==> src/rtl/plic_n.sv <==
// Platform-level interrupt controller: per-source pending/claim/complete gateways, priority arbitration, Wishbone slave.
// Latency: irq_i edge -> pending +1 -> best_id +2 -> interrupt_o +3; bus ack one cycle after cyc&stb, then low for one cycle.
// Backpressure: none; every access is acked. Define PLIC_EDGE_EN to add per-source edge-triggered mode at offset 0x001004.
module plic_n #(
  parameter int          NUM_SRC   = 7,
  parameter int          PRIO_W    = 3,
  parameter logic [31:0] BASE_ADDR = 32'h0C000000
) (
  input  logic               wb_clk_i,
  input  logic               wb_rst_n_i,
  input  logic [31:0]        wb_adr_i,
  input  logic [31:0]        wb_dat_i,
  output logic [31:0]        wb_dat_o,
  input  logic [3:0]         wb_sel_i,
  input  logic               wb_we_i,
  input  logic               wb_stb_i,
  input  logic               wb_cyc_i,
  output logic               wb_ack_o,
  input  logic [NUM_SRC-1:0] irq_i,
  input  logic [31:0]        csr_mstatus_i,
  input  logic [31:0]        csr_mie_i,
  output logic               interrupt_o,
  output logic [30:0]        exc_code_o
);

  typedef enum logic [1:0] {GW_IDLE = 2'd0, GW_PEND = 2'd1, GW_INSVC = 2'd2} gw_e;

  localparam logic [29:0] W_PEND  = 30'h0000400;
  localparam logic [29:0] W_EDGE  = 30'h0000401;
  localparam logic [29:0] W_EN    = 30'h0000800;
  localparam logic [29:0] W_THR   = 30'h0080000;
  localparam logic [29:0] W_CLAIM = 30'h0080001;

  logic               ack_q, ack_d;
  logic [31:0]        dat_q, dat_d;
  logic [PRIO_W-1:0]  prio_q [NUM_SRC];
  logic [PRIO_W-1:0]  prio_d [NUM_SRC];
  gw_e                gw_q   [NUM_SRC];
  gw_e                gw_d   [NUM_SRC];
  logic [NUM_SRC-1:0] en_q, en_d;
  logic [PRIO_W-1:0]  thr_q, thr_d;
  logic [4:0]         best_q, best_d;
  logic               int_q, int_d;

  logic [31:0]        off;
  logic [29:0]        word;
  logic [9:0]         prio_idx;
  logic               sel_prio, fire, wr, rd;
  logic [31:0]        rdata;
  logic [NUM_SRC-1:0] pend, insvc, claim_hit, cmpl_hit, trig, set_pend;
  logic [PRIO_W-1:0]  best_p;
  logic               found;
  logic               unused_bits;

  assign off      = wb_adr_i - BASE_ADDR;
  assign word     = off[31:2];
  assign prio_idx = word[9:0];
  assign sel_prio = (word[29:10] == 20'd0);
  // A transfer commits on the edge that raises ack; a second edge of the same access is blocked by ack_q.
  assign fire     = wb_cyc_i & wb_stb_i & ~ack_q;
  assign wr       = fire & wb_we_i;
  assign rd       = fire & ~wb_we_i;
  assign unused_bits = ^{wb_sel_i, wb_dat_i, csr_mstatus_i, csr_mie_i, off[1:0]};

`ifdef PLIC_EDGE_EN
  logic [NUM_SRC-1:0] emode_q, emode_d, prev_q, latch_q, latch_d, rise;

  assign rise = irq_i & ~prev_q;
  assign trig = (emode_q & (rise | latch_q)) | (~emode_q & irq_i);

  always_comb begin
    emode_d = emode_q;
    if (wr && word == W_EDGE) emode_d = wb_dat_i[NUM_SRC-1:0];
    // One-deep memory of an edge seen during service; consumed when the gateway re-pends.
    latch_d = ((latch_q & ~set_pend) | (rise & insvc)) & emode_q;
  end

  always_ff @(posedge wb_clk_i or negedge wb_rst_n_i) begin
    if (!wb_rst_n_i) begin
      emode_q <= '0;
      prev_q  <= '0;
      latch_q <= '0;
    end else begin
      emode_q <= emode_d;
      prev_q  <= irq_i;
      latch_q <= latch_d;
    end
  end
`else
  assign trig = irq_i;
`endif

  // Gateway output decode.
  always_comb begin
    pend  = '0;
    insvc = '0;
    for (int k = 0; k < NUM_SRC; k++) begin
      pend[k]  = (gw_q[k] == GW_PEND);
      insvc[k] = (gw_q[k] == GW_INSVC);
    end
    set_pend = trig & ~pend & ~insvc;
  end

  always_comb begin
    claim_hit = '0;
    cmpl_hit  = '0;
    for (int k = 0; k < NUM_SRC; k++) begin
      claim_hit[k] = rd && word == W_CLAIM && best_q == 5'(k + 1) && pend[k];
      cmpl_hit[k]  = wr && word == W_CLAIM && wb_dat_i[4:0] == 5'(k + 1) && insvc[k];
    end
  end

  // Gateway next state.
  always_comb begin
    for (int k = 0; k < NUM_SRC; k++) begin
      gw_d[k] = gw_q[k];
      case (gw_q[k])
        GW_IDLE:  if (trig[k])      gw_d[k] = GW_PEND;
        GW_PEND:  if (claim_hit[k]) gw_d[k] = GW_INSVC;
        GW_INSVC: if (cmpl_hit[k])  gw_d[k] = GW_IDLE;
        default:                    gw_d[k] = GW_IDLE;
      endcase
    end
  end

  always_comb begin
    for (int k = 0; k < NUM_SRC; k++) begin
      prio_d[k] = prio_q[k];
      if (wr && sel_prio && prio_idx == 10'(k + 1)) prio_d[k] = wb_dat_i[PRIO_W-1:0];
    end
    en_d  = (wr && word == W_EN)  ? wb_dat_i[NUM_SRC-1:0] : en_q;
    thr_d = (wr && word == W_THR) ? wb_dat_i[PRIO_W-1:0]  : thr_q;
  end

  // Strict '>' while scanning upward keeps the lowest ID on a priority tie.
  always_comb begin
    best_d = '0;
    best_p = '0;
    found  = 1'b0;
    for (int k = 0; k < NUM_SRC; k++) begin
      if (pend[k] && en_q[k] && prio_q[k] > thr_q && (!found || prio_q[k] > best_p)) begin
        found  = 1'b1;
        best_p = prio_q[k];
        best_d = 5'(k + 1);
      end
    end
    int_d = (best_q != 5'd0) & csr_mstatus_i[3] & csr_mie_i[11];
  end

  always_comb begin
    rdata = '0;
    if (sel_prio) begin
      for (int k = 0; k < NUM_SRC; k++)
        if (prio_idx == 10'(k + 1)) rdata[PRIO_W-1:0] = prio_q[k];
    end else if (word == W_PEND) begin
      rdata[NUM_SRC-1:0] = pend;
    end else if (word == W_EN) begin
      rdata[NUM_SRC-1:0] = en_q;
    end else if (word == W_THR) begin
      rdata[PRIO_W-1:0] = thr_q;
    end else if (word == W_CLAIM) begin
      rdata[4:0] = best_q;
`ifdef PLIC_EDGE_EN
    end else if (word == W_EDGE) begin
      rdata[NUM_SRC-1:0] = emode_q;
`endif
    end
    ack_d = wb_cyc_i & wb_stb_i & ~ack_q;
    dat_d = rd ? rdata : 32'd0;
  end

  always_ff @(posedge wb_clk_i or negedge wb_rst_n_i) begin
    if (!wb_rst_n_i) begin
      ack_q  <= 1'b0;
      dat_q  <= '0;
      en_q   <= '0;
      thr_q  <= '0;
      best_q <= '0;
      int_q  <= 1'b0;
      for (int k = 0; k < NUM_SRC; k++) begin
        prio_q[k] <= '0;
        gw_q[k]   <= GW_IDLE;
      end
    end else begin
      ack_q  <= ack_d;
      dat_q  <= dat_d;
      en_q   <= en_d;
      thr_q  <= thr_d;
      best_q <= best_d;
      int_q  <= int_d;
      for (int k = 0; k < NUM_SRC; k++) begin
        prio_q[k] <= prio_d[k];
        gw_q[k]   <= gw_d[k];
      end
    end
  end

  assign wb_ack_o    = ack_q;
  assign wb_dat_o    = dat_q;
  assign interrupt_o = int_q;
  assign exc_code_o  = int_q ? 31'd11 : 31'd0;

endmodule

==> config.mk <==
export PLATFORM = sky130hd
export DESIGN_NAME = plic_n
export DESIGN_NICKNAME = d
export VERILOG_FILES = /design/src/rtl/plic_n.sv
export SDC_FILE = /design/constraint.sdc
export NUM_CORES = 1
export LEC_CHECK = 0
export BUFFER_PORTS_ARGS = -buffer_cell sky130_fd_sc_hd__buf_2
export CORE_MARGIN = 2
export CORE_UTILIZATION = 52
export DETAILED_ROUTE_END_ITERATION = 10
export GPL_TIMING_DRIVEN = 0
export HOLD_SLACK_MARGIN = 0.15
export MAX_ROUTING_LAYER = met4
export PLACE_DENSITY = 0.92
export SYNTH_ARGS = -nofsm -noshare
export SYNTH_HDL_FRONTEND = slang
export SYNTH_SLANG_ARGS = --single-unit
==> constraint.sdc <==
create_clock -name wb_clk_i -period 21.4 [get_ports wb_clk_i]
set_clock_uncertainty 0.1 [all_clocks]
set_input_delay 1.07 -clock wb_clk_i [delete_from_list [all_inputs] [get_ports wb_clk_i]]
set_output_delay 1.07 -clock wb_clk_i [all_outputs]
set_load 0.005 [all_outputs]
* After elaboration in Yosys (flattened, before gate mapping) *
Index checks and enable logic that the tools add are counted.

operators by class
  $add $sub $neg = 1
  $lt $le $gt $ge = 13
  equality and inequality tests = 60
  multiplexer cells = 64
  bitwise logic cells = 8
  reduce and logical (&&, ||, !) cells = 88

operators by type and width
  cell                      count
  $eq A30 B20 Y1 const B    2
  $logic_and A1 B1 Y1       60
  $mux W2                   24
  $mux W3                   15
  $pmux W2 S3               7
  $eq A10 B3 Y1 const B     4
  $eq A5 B3 Y1 const B      8
  $gt A3 B3 Y1              13
  $mux W5                   7
  $sub A32 B28 Y32 const B  1
  $eq A30 B11 Y1 const B    1
  $eq A30 B12 Y1 const B    1
  $ne A2 B1 Y1 const B      14
  $reduce_and A3 Y1         7
  $eq A10 B2 Y1 const B     2
  $eq A5 B2 Y1 const B      4
  $logic_not A20 Y1         1
  $eq A2 B1 Y1 const B      7
  $eq A2 B2 Y1 const B      7
  $logic_not A2 Y1          7
  $mux W7                   2
  $ne A2 B2 Y1 const B      7
  $eq A10 B1 Y1 const B     1
  $eq A5 B1 Y1 const B      2
  7 further kinds           30

word-level totals
  register bits after elaboration = 59
  input bits = 144
  output and inout bits = 65
  word-level logic and storage cells = 254

* Logic depth before layout (Yosys ltp) *
Gate-level depths: netlist of the first run.

  depth in word-level cells = 28
  gate-level depth with buffers = 49
  mapped depth without buffers = 48

* Worst setup path before layout of the first run *
No wires, ideal clock.

  path type = reg-to-reg
  start = reg thr_q[2]
  end = reg best_q[1]
  setup time = 0.151 ns
  arrival = 8.141 ns
  data required time = 21.149 ns
  path slack = 13.008 ns
  stages on the path, launching flop included = 48
  buffers on the path = 0
  clock period less this slack = 8.392 ns
  path through = dfrtp_1 inv_1 ha_1 nand2_1 o21ai_0 nand3_1 ha_1 nor2b_1 o21ai_0 a32oi_1 a21oi_1 a22oi_1 ha_1 nor2b_1 o21ai_0 a32oi_1 o21a_1 a221oi_1 [... 12 more ...] a32oi_1 a21oi_1 or2_2 o221ai_1 o21ai_0 ha_1 a21o_1 a21oi_1 a31oi_1 o21a_1 nor2_1 a22oi_1 ha_1 a21o_1 a21oi_1 a31oi_1 o221ai_1 o311ai_0

on the way
  longest elaborated chain between the ends = 27
  elaborated cells on any way between the ends = 56
  classes of those cells = order compare (13); mux (18); reduce/logical (25)

RTL lines
  what                                              RTL line  RTL
  start, declared                                   41        logic [PRIO_W-1:0] thr_q, thr_d;
  start signal, assigned                            188       thr_q <= thr_d;
  $gt A3 B3 Y1                                      141       if (pend[k] && en_q[k] && prio_q[k] > thr_q && (!found || prio_q[k] > best_p)) begin
  $logic_and A1 B1 Y1                               141
  $mux W3 or $mux W1 (tied branches)                141
  $gt A3 B3 Y1 or $logic_not A1 Y1 (tied branches)  141
  $logic_or A1 B1 Y1                                141
  $logic_and A1 B1 Y1                               141
  $mux W3 or $mux W1 (tied branches)                141
  $gt A3 B3 Y1 or $logic_not A1 Y1 (tied branches)  141
  [... 12 more ...]                                 --
  $logic_or A1 B1 Y1                                141
  $logic_and A1 B1 Y1                               141
  $mux W3 or $mux W1 (tied branches)                141
  $gt A3 B3 Y1 or $logic_not A1 Y1 (tied branches)  141
  $logic_or A1 B1 Y1                                141
  $logic_and A1 B1 Y1                               141
  $mux W5 (*)                                       141
  named net best_d[1]                               42        logic [4:0] best_q, best_d;
  end signal, assigned                              189       best_q <= best_d;
  end, declared                                     42

Mark *: on every way through the listed nets, which the timed path passes. The rest lies on a longest branch.
A chain may end at the register's enable or synchronous reset.

* Worst setup path in the final report of the first run *
Ends and elaborated chain as after synthesis.

==> results.ini, run 1 <==
[layout]
regArea_sq_um = 1430
drive_gt1_frac = 0.300
multi_input_comb_area_sq_um = 2720
n_antenna_cell = 0
syn_to_final_growth_pct = 17.8
fin_nets = 785
fillCellCount = 664

[yosys]
synth_flop_cell = dfrtp_1
async_flop_share = 1.00
yosys.area_share.simple = 0.210
synth_xor_area_frac = 0
netlist_instances = 480
synth_commonest_cells = 57 x dfrtp_1, 56 x buf_4, 39 x ha_1
synth_most_common_cell = dfrtp_1
synth_warnings = 0
synthAdderAreaFrac = 0.109
synth_top_family_by_area = simple AND/OR/NAND/NOR gates
synth_area_sq_um = 4490
yosys-mux-area-fraction = 0.0938
syn_avg_cell_area_sq_um = 9.36
synthTopCellsByArea = dfrtp_1 32%, ha_1 11%, buf_4 9.4%
synth-compound-area-share = 0.149
yosys.area.top_type = dfrtp_1
synth_edf_count = 0
yosysUniqueCellTypes = 58
synth_top_area_frac = 0.317
synth-seq-cells = 57
ys_seq_area_frac = 0.317

[clock_network]
cts_buffer_depth = 2
cts-resized-gates = 0
ctsHoldBuffers = 0
htree_levels = 3
clock_sinks = 57
cts_setup_buffers = 0
cts_buffers = 9
clkLatencyLatePin_ns = 0.35
path_clk_slew_ns = 0.07
clock-root-buffer = clkbuf_8
cts_tree = yes

[drt]
vias_per_cell = 5.84
num_vias = 4161
dr.pass1.iters = 5
drt_iter0_markers = 420
post-route-drc-count = 0
avgRoutedWirePerCell_microns = 16.8
ant_nets = 0
drt_wl_total_mm = 11.9

[sta]
worst_slack_ns = 11.23
slew_violations = 0
maxSlewHeadroom = 0.360
fin_crit_sh = 0.475
tightestPinTransition_ns = 0.958
max_clock_freq_ghz = 0.0984
setup-tns-final_ns = 0
rsz0062_at_grt = false
setup_viol = 0
fin_crit_ns = 10.17
finalHoldViolCount = 0

[hold_path]
min_path_type = flop to flop
min_path_cells = 1
hp-start = gw_q[9]
min_to = gw_q[8]

[die]
fp.dieW_microns = 97.0
start_util = 0.542
die_area_sq_um = 9400
die_y_microns = 97.0
core_sq_um = 8300
io_pins = 209
core.rowCount = 33

[flow_run]
drv_cap = 0

[critical_path]
cp_data_required_time_ns = 21.48
critPathMaxFanout = 10
slowest_delay_ns = 0.54
critical_path_class = flop to flop
setup.worst_path.start_class = flop
r2r_cells = 47
regToRegEndpoint = best_q[1]
worstPathArrival_ns = 10.24
worstReg2RegStart = thr_q[2]
rrSetupSlack_ns = 11.23
slowest_stage = o21bai_1
critPathCaptureType = flop

[pwr]
p_int_uw = 162
power_leakage_uw = 0.00263
power.switching_uw = 62.0
p_per_area_nw_per_um2 = 42.2
vdd_ir_drop_max_uv = 40.9
pwr-share-comb = 0.108
switching_share = 0.277
p_clk_frac = 0.411
power_frac_seq = 0.482

[global_routing]
grt_pass1_wl_mm = 19.7
grt_overflow = 0
antenna_found_initial = 0
grt_start_max_net_pins = 58
grt_pass1_vias = 4002
grt.total_usage = 0.267

[placed_design]
place_ws_ns = 11.54
io_buffers = 59
dp_hpwl_mm = 9.15
routabilityCongestion = 0.958

[run_status]
outcome = complete, no violations

==> power by group through the flow <==
| stage | clock network (uW) | registers [uW] | logic [uW] |
|---|---|---|---|
| after floorplan | 0 | 110 | 14.2 |
| after global placement | 0 | 110 | 23.0 |
| after detailed placement | 0 | 110 | 23.4 |
| after CTS | 91.6 | 108 | 23.5 |
| after global routing | 95.6 | 108 | 26.6 |
| final | 91.9 | 108 | 24.1 |
==> worst max-delay path by stage <==
stage / start / end / slack, ns / cells past startpoint
floorplan: thr_q[2] / best_q[1] / 13.01 / 47
global placement: thr_q[2] / best_q[1] / 11.95 / 47
detailed placement: thr_q[2] / best_q[1] / 11.54 / 47
CTS: thr_q[2] / best_q[1] / 11.47 / 47
global route: thr_q[2] / best_q[1] / 10.51 / 47
finish: thr_q[2] / best_q[1] / 11.23 / 47
==> cells by family (layout without fill, tap and decap cells) <==
| family | count (synthesis) | in the layout |
|---|---|---|
| buffers and inverters | 88 | 163 |
| AO/OA/AOI/OAI | 103 | 103 |
| multiplexers | 35 | 35 |
| AND/OR/NAND/NOR | 157 | 157 |
| flip-flops | 57 | 57 |
| adder cells (fa/ha/maj) | 39 | 39 |
| other | 1 | 53 |
==> routing by layer <==
| layer | GRT usage | part of all wire | routed length (microns) |
|---|---|---|---|
| met1 | 0.341 | 0.40 | 4730 |
| met2 | 0.428 | 0.48 | 5780 |
| met3 | 0.0368 | 0.089 | 1060 |
| met4 | 0.115 | 0.031 | 372 |
| met5 | - | 0 | 0 |
==> layout by cell type, fill, tap and decap left out, drive strengths merged, types with 4 or more instances in the layout <==
cell and n:
a21oi 22, a22oi 12, a31oi 5, nand4 7, buf 116, and3 5
conb 53, a32oi 4, clkbuf 17, nand2 34, mux2i 5, dfrtp 57
nor2 30, o21ai 29, nor2b 21, mux2 27, nor4 8, ha 39
o21a 7, nand3 15, inv 25, nor3 8, nor3b 9
==> through the flow <==
stage | power, uW | instances | utilization | cell area, sq um | hold WS, ns
6_report | 224 | 712 | 0.638 | 5300 | 0.369
4_1_cts | 223 | 712 | 0.638 | 5290 | 0.370
3_5_place_dp | 133 | 696 | 0.616 | 5120 | 0.359
2_1_floorplan | 124 | 532 | - | 4690 | 0.342
5_1_grt | 230 | 712 | 0.638 | 5300 | 0.385
3_3_place_gp | 133 | 696 | 0.616 | 5120 | 0.351
==> critical path: cells and delay by family (launching register included) <==
kind,cells,cell delay [ns]
buffers and inverters,1,0.17
adder cells (fa/ha/maj),7,2.14
AO/OA/AOI/OAI,30,5.98
AND/OR/NAND/NOR,9,1.28
flip-flops,1,0.33
==> registers in the layout (all words and copies together), names as in the netlist <==
| signal | cells |
|---|---|
| prio_q | 21 |
| gw_q | 14 |
| thr_q | 3 |
| interrupt_o | 1 |
| wb_ack_o | 1 |
| wb_dat_o | 7 |
| en_q | 7 |
| best_q | 3 |
==> layout make-up <==
type	count	share of cell area
Buffer	65	0.0858
Clock buffer	9	0.0234
Clock inverter	7	0.0102
Inverter	23	0.0163
Multi-Input combinational cell	387	0.514
Sequential cell	57	0.269
Tap cell	105	0.0248
Timing Repair Buffer	59	0.0562
Note: power is estimated with default switching activity, not from simulation.
==> inputs of run 2 (changes only) <==
- CORE_UTILIZATION: 52 -> 43
- PLACE_DENSITY: 0.92 -> 0.82
- clock period: 21.4 -> 8.54 ns (I/O delays scaled with it)
==> run 2 against run 1 <==
Sequential share of layout area decreased by 2.5 points; non-clock buffer count increased by 32; the run now ends with setup timing left; via count increased by 4.9%; register-to-register slack got worse by 11 ns; maximum frequency increased by 17%; cell count increased by 8.8%; first-iteration DRC count decreased by 19%; core utilization decreased by 6.6 points; wire length increased by 10%; die area increased by 20%; largest cell class unchanged; combinational power increased to 2.5 times the previous value.
==> results.ini, run 2 (synthesis results as in run 1) <==
[run_status]
outcome = complete, but fails checks
violations = setup timing

[sta]
tightestPinTransition_ns = 0.988  ; +0.0296 ns
maxSlewHeadroom = 0.340  ; -0.0198
fin_crit_ns = 8.66  ; -1.51 ns
setup_viol = 3  ; +3
worst_slack_ns = -0.121  ; -11.35 ns
slew_violations = 0  ; unchanged
max_clock_freq_ghz = 0.115  ; +17%
setup-tns-final_ns = -0.315  ; -0.315 ns
finalHoldViolCount = 0  ; unchanged
rsz0062_at_grt = true
fin_crit_sh = 1.01  ; +0.539

[critical_path]
cp_common_cell = ha_1
worstPathArrival_ns = 8.77  ; -1.47 ns
critical_path_class = flop to flop
cp_data_required_time_ns = 8.65  ; -12.83 ns
rrSetupSlack_ns = -0.12  ; -11.35 ns
setup.worst_path.start_class = flop
critPathMaxFanout = 5  ; -5
slowest_stage = dfrtp_1
slowest_delay_ns = 0.38  ; -0.16 ns
critPathCaptureType = flop

[global_routing]
grt_start_max_net_pins = 58  ; unchanged
grt_overflow = 0  ; unchanged
grt.total_usage = 0.230  ; -0.0374
grt_pass1_vias = 4080  ; +1.9%
antenna_found_initial = 0  ; unchanged
grt_pass1_wl_mm = 19.7  ; +0.14%

[clock_network]
htree_levels = 3  ; unchanged
cts_tree = yes
cts_buffer_depth = 2  ; unchanged
cts_buffers = 9  ; unchanged
clkLatencyLatePin_ns = 0.36  ; about the same
clock_sinks = 57  ; unchanged
clock-root-buffer = clkbuf_8
path_clk_slew_ns = 0.07  ; about the same

[layout]
regArea_sq_um = 1430  ; +0.26%
reg_top3 = prio_q x21, gw_q x14
largest_reg_flops = 21  ; unchanged
multi_input_comb_area_sq_um = 2950  ; +8.4%
fin_nets = 817  ; +4.1%
layout_common_cells = 88 x buf_4, 58 x buf_2, 54 x dfrtp_1
fillCellCount = 833  ; +25%
final_core_utilization = 0.572  ; -0.0662
final_cell_count_no_fill = 775  ; +8.8%
regMostFlops = prio_q
syn_to_final_growth_pct = 30.2
layout_commonest_cell = buf_4
n_antenna_cell = 0  ; unchanged
drive_gt1_frac = 0.401  ; +0.101

[pwr]
p_clk_frac = 0.442  ; +0.031
power_frac_seq = 0.455  ; -0.027
pwr-share-comb = 0.103  ; -0.005
vdd_ir_drop_max_uv = 126  ; +210%
p_int_uw = 442  ; +170%
power.switching_uw = 152  ; +150%
switching_share = 0.256  ; -0.0208
p_per_area_nw_per_um2 = 101  ; +140%
power_leakage_uw = 0.00284  ; +8.2%

[flow_run]
drv_cap = 0  ; unchanged

[placed_design]
place_ws_ns = -1.48  ; -13.02 ns
place_inst = 727  ; +4.5%
io_buffers = 59  ; unchanged
routabilityCongestion = 0.961  ; +0.26%
dp_hpwl_mm = 9.13  ; -0.27%

[die]
start_util = 0.439  ; -0.102
core_sq_um = 10200  ; +23%
fp.dieW_microns = 106  ; +9.6%
core.rowCount = 37  ; +12%
die_area_sq_um = 11300  ; +20%
io_pins = 209  ; unchanged
die_y_microns = 106  ; +9.6%

[drt]
drt_wl_total_mm = 13.2  ; +10%
avgRoutedWirePerCell_microns = 17.0  ; +1.5%
drt_iter0_markers = 341  ; -19%
num_vias = 4364  ; +4.9%
vias_per_cell = 5.63  ; -3.6%
ant_nets = 0  ; unchanged
dr.pass1.iters = 5  ; unchanged
post-route-drc-count = 0  ; unchanged

[hold_path]
min_path_type = input pin to flop

==> run 2: power by group through the flow <==
stage	Combinational (uW)	Sequential [uW]	Clock [uW]
after CTS	58.9	270	263
after detailed placement	58.6	275	0
after floorplan	35.6	275	0
final	61.0	270	263
after global routing	66.8	270	280
after global placement	57.7	275	0
==> run 2: critical path, delay by kind of cell (launching register included) <==
family	cells	cell delay, ns
adders and majority gates	7	2.08
buffers and inverters	1	0.14
DFF	1	0.38
and+or+nand+nor	11	1.75
AOI/OAI and AO/OA	28	4.09
==> run 2: worst paths after layout <==
| kind | from | end | cells after the start |
|---|---|---|---|
| max in group asynchronous | wb_rst_n_i | prio_q[19] | 2 |
| setup reg to reg | thr_q[2] | best_q[2] | 47 |
| min in group asynchronous | wb_rst_n_i | prio_q[16] | 2 |
| hold reg to reg | gw_q[3] | gw_q[2] | 1 |
| hold / removal | csr_mstatus_i[3] | interrupt_o | 3 |
| setup / recovery | thr_q[2] | best_q[2] | 47 |
==> run 2: cell type report <==
type / instances / share of cell area
Buffer: 64 / 0.0770
Tap cell: 136 / 0.0291
Multi-Input combinational cell: 387 / 0.504
Clock inverter: 6 / 0.0113
Timing Repair Buffer: 92 / 0.0943
Sequential cell: 57 / 0.244
Clock buffer: 10 / 0.0235
Inverter: 23 / 0.0160
==> run 2: per-stage QoR <==
step	total power, uW	cell area [sq um]	hold slack, ns
6_report	594	5850	0.185
5_1_grt	617	5850	0.197
4_1_cts	592	5520	0.188
3_5_place_dp	334	5150	0.363
3_3_place_gp	333	5150	0.351
2_1_floorplan	311	4690	0.0314
==> run 2: per-layer routing <==
metal | share of wire | GRT usage | up-vias | wire length (microns)
met1 | 0.38 | 0.276 | 2025 | 5000
li1 | - | - | 1967 | -
met2 | 0.48 | 0.370 | 308 | 6300
met5 | 0 | - | - | 0
met3 | 0.098 | 0.0521 | 64 | 1300
met4 | 0.046 | 0.105 | 0 | 603
==> run 2: timing repair <==
| action | in CTS | in global routing |
|---|---|---|
| pin swaps | 8 | 35 |
| gates cloned | 0 | 0 |
| setup buffers | 11 | 21 |
| gates resized for setup | 30 | 37 |
| hold buffers | 0 | 1 |
| setup endpoints to repair | 3 | 3 |
| endpoints found under the hold margin | 0 | 57 |
==> inputs of run 3 (changes only) <==
- clock period: 8.54 -> 7.2 ns (I/O delays scaled with it)
==> run 3 against run 2 <==
The run still ends with setup timing left; wire length fell by 2.3%; worst hold slack got worse by 0.033 ns; sequential cell count did not move; design area rose by 1.1%; sequential share of layout area fell by 0.27 points; die area did not move; sequential power rose by 19%; clock-buffer cell count did not move; critical path type unchanged; critical endpoint is now best_q[0].
==> results.ini, run 3 (synthesis results as in run 1) <==
[run_status]
outcome = complete, but fails checks
violations = setup timing

[global_routing]
grt_overflow = 0  ; unchanged
grt_pass1_vias = 4100  ; +0.49%
grt.total_usage = 0.234  ; +0.00355
antenna_found_initial = 0  ; unchanged
grt_pass1_wl_mm = 20.3  ; +3.0%
grt_start_max_net_pins = 58  ; unchanged

[pwr]
vdd_ir_drop_max_uv = 137  ; +8.7%
p_per_area_nw_per_um2 = 116  ; +14%
power_leakage_uw = 0.00289  ; +1.8%

[sta]
maxSlewHeadroom = 0.258  ; -0.0816
max_clock_freq_ghz = 0.118  ; +1.8%
fin_crit_sh = 1.18  ; +0.168
fin_hold_ws_ns = 0.152  ; -0.0331 ns
worst_slack_ns = -1.31  ; -1.19 ns
slew_violations = 0  ; unchanged
setup-tns-final_ns = -3.92  ; -3.60 ns
finalHoldViolCount = 0  ; unchanged
setup_viol = 3  ; unchanged
rsz0062_at_grt = true
fin_crit_ns = 8.51  ; -0.151 ns
tightestPinTransition_ns = 1.11  ; +0.122 ns

[layout]
fin_nets = 820  ; +0.37%
largest_reg_flops = 21  ; unchanged
drive_gt1_frac = 0.408  ; +0.00719
syn_to_final_growth_pct = 31.7
reg_top3 = prio_q x21, gw_q x14
regMostFlops = prio_q
layout_common_cells = 90 x buf_4, 58 x buf_2, 54 x dfrtp_1
n_antenna_cell = 0  ; unchanged
layout_commonest_cell = buf_4

[clock_network]
clock_sinks = 57  ; unchanged
cts_tree = yes
cts_buffers = 9  ; unchanged
cts_buffer_depth = 2  ; unchanged
clock-root-buffer = clkbuf_8
clkLatencyLatePin_ns = 0.34  ; -0.02 ns
htree_levels = 3  ; unchanged
path_clk_slew_ns = 0.07  ; about the same

[drt]
ant_nets = 0  ; unchanged
avgRoutedWirePerCell_microns = 16.6  ; -2.4%
drt_iter0_markers = 474  ; +39%
num_vias = 4264  ; -2.3%
post-route-drc-count = 0  ; unchanged
vias_per_cell = 5.49  ; -2.4%
dr.pass1.iters = 5  ; unchanged
drt_wl_total_mm = 12.9  ; -2.3%

[critical_path]
setup.worst_path.start_class = flop
regToRegEndpoint = best_q[0]
r2r_cells = 48  ; +2.1%
critical_path_class = flop to flop
worstReg2RegStart = thr_q[1]
cp_data_required_time_ns = 7.32  ; -1.33 ns
cpLargestDelayFamily = compound AO/OA/AOI/OAI gates
slowest_delay_ns = 0.41  ; +0.03 ns
crit_buf_inv = 2  ; +1
critPathCaptureType = flop
rrSetupSlack_ns = -1.31  ; -1.19 ns
critPathMaxFanout = 7  ; +2
worstPathArrival_ns = 8.63  ; -0.14 ns
slowest_stage = dfrtp_1

[hold_path]
min_path_cells = 3  ; unchanged
min_path_type = input pin to flop
min_to = interrupt_o
hp-start = csr_mie_i[11]

[placed_design]
routabilityCongestion = 0.883  ; -8.1%
io_buffers = 59  ; unchanged
dp_hpwl_mm = 9.25  ; +1.3%

[die]
die_y_microns = 106  ; unchanged
start_util = 0.439  ; unchanged
io_pins = 209  ; unchanged
core.rowCount = 37  ; unchanged
core_sq_um = 10200  ; unchanged
die_area_sq_um = 11300  ; unchanged
fp.dieW_microns = 106  ; unchanged

[flow_run]
drv_cap = 0  ; unchanged

-- run 3: worst max-delay path by stage --
stage | start | slack (ns) | depth (start not counted) | to
finish | thr_q[1] | -1.31 | 48 | best_q[0]
global route | prio_q[19] | -1.72 | 46 | best_q[2]
CTS | prio_q[20] | -1.03 | 45 | best_q[2]
detailed placement | thr_q[2] | -1.82 | 48 | best_q[0]
global placement | thr_q[2] | -1.64 | 48 | best_q[0]
floorplan | thr_q[2] | -0.67 | 48 | best_q[1]
-- run 3: per-layer routing --
layer,GRT usage,routed length [microns],vias to the layer above
met1,0.287,5130,2011
met3,0.0423,1050,47
met2,0.387,6350,237
met5,-,0,-
met4,0.0818,365,0
li1,-,-,1969
-- run 3: stage by stage --
step           instances  area (sq um)   util  total power [uW]  worst slack (ns)
2_1_floorplan        532          4790      -               369            -0.670
3_3_place_gp         727          5260  0.514               394             -1.64
3_5_place_dp         727          5260  0.514               396             -1.82
4_1_cts              767          5790  0.566               682             -1.03
5_1_grt              776          5920  0.578               705             -1.72
6_report             776          5920  0.578               684             -1.31
-- run 3: final cells by class --
type | instances | area, sq um
clock inverters | 4 | 45.0
multi-input cells | 387 | 3020
plain buffers | 64 | 450
flip-flops and latches | 57 | 1430
repair buffers | 95 | 577
well taps | 136 | 170
inverters | 23 | 91.3
clock buffers | 10 | 138
fillers | 853 | 4310
-- run 3: power by group --
part	leakage, uW	switching (uW)	internal [uW]
clock network	0.0000978	127	163
logic	0.00207	37.7	34.5
registers	0.000723	0.149	321
-- run 3: repair_timing --
| action | CTS | global route |
|---|---|---|
| hold endpoints to repair | 1 | 57 |
| pin swaps | 26 | 31 |
| hold buffers | 1 | 1 |
| setup endpoints to repair | 3 | 3 |
| buffers inserted | 25 | 9 |
| gates resized for setup | 38 | 14 |
-- run 3: worst register-to-register path: cells and delay by family (launching register included) --
| kind | cells | cell delay [ns] |
|---|---|---|
| AOI/OAI and AO/OA | 29 | 4.09 |
| adders and majority gates | 7 | 2.03 |
| buffers and inverters | 2 | 0.26 |
| DFF | 1 | 0.41 |
| and+or+nand+nor | 10 | 1.53 |
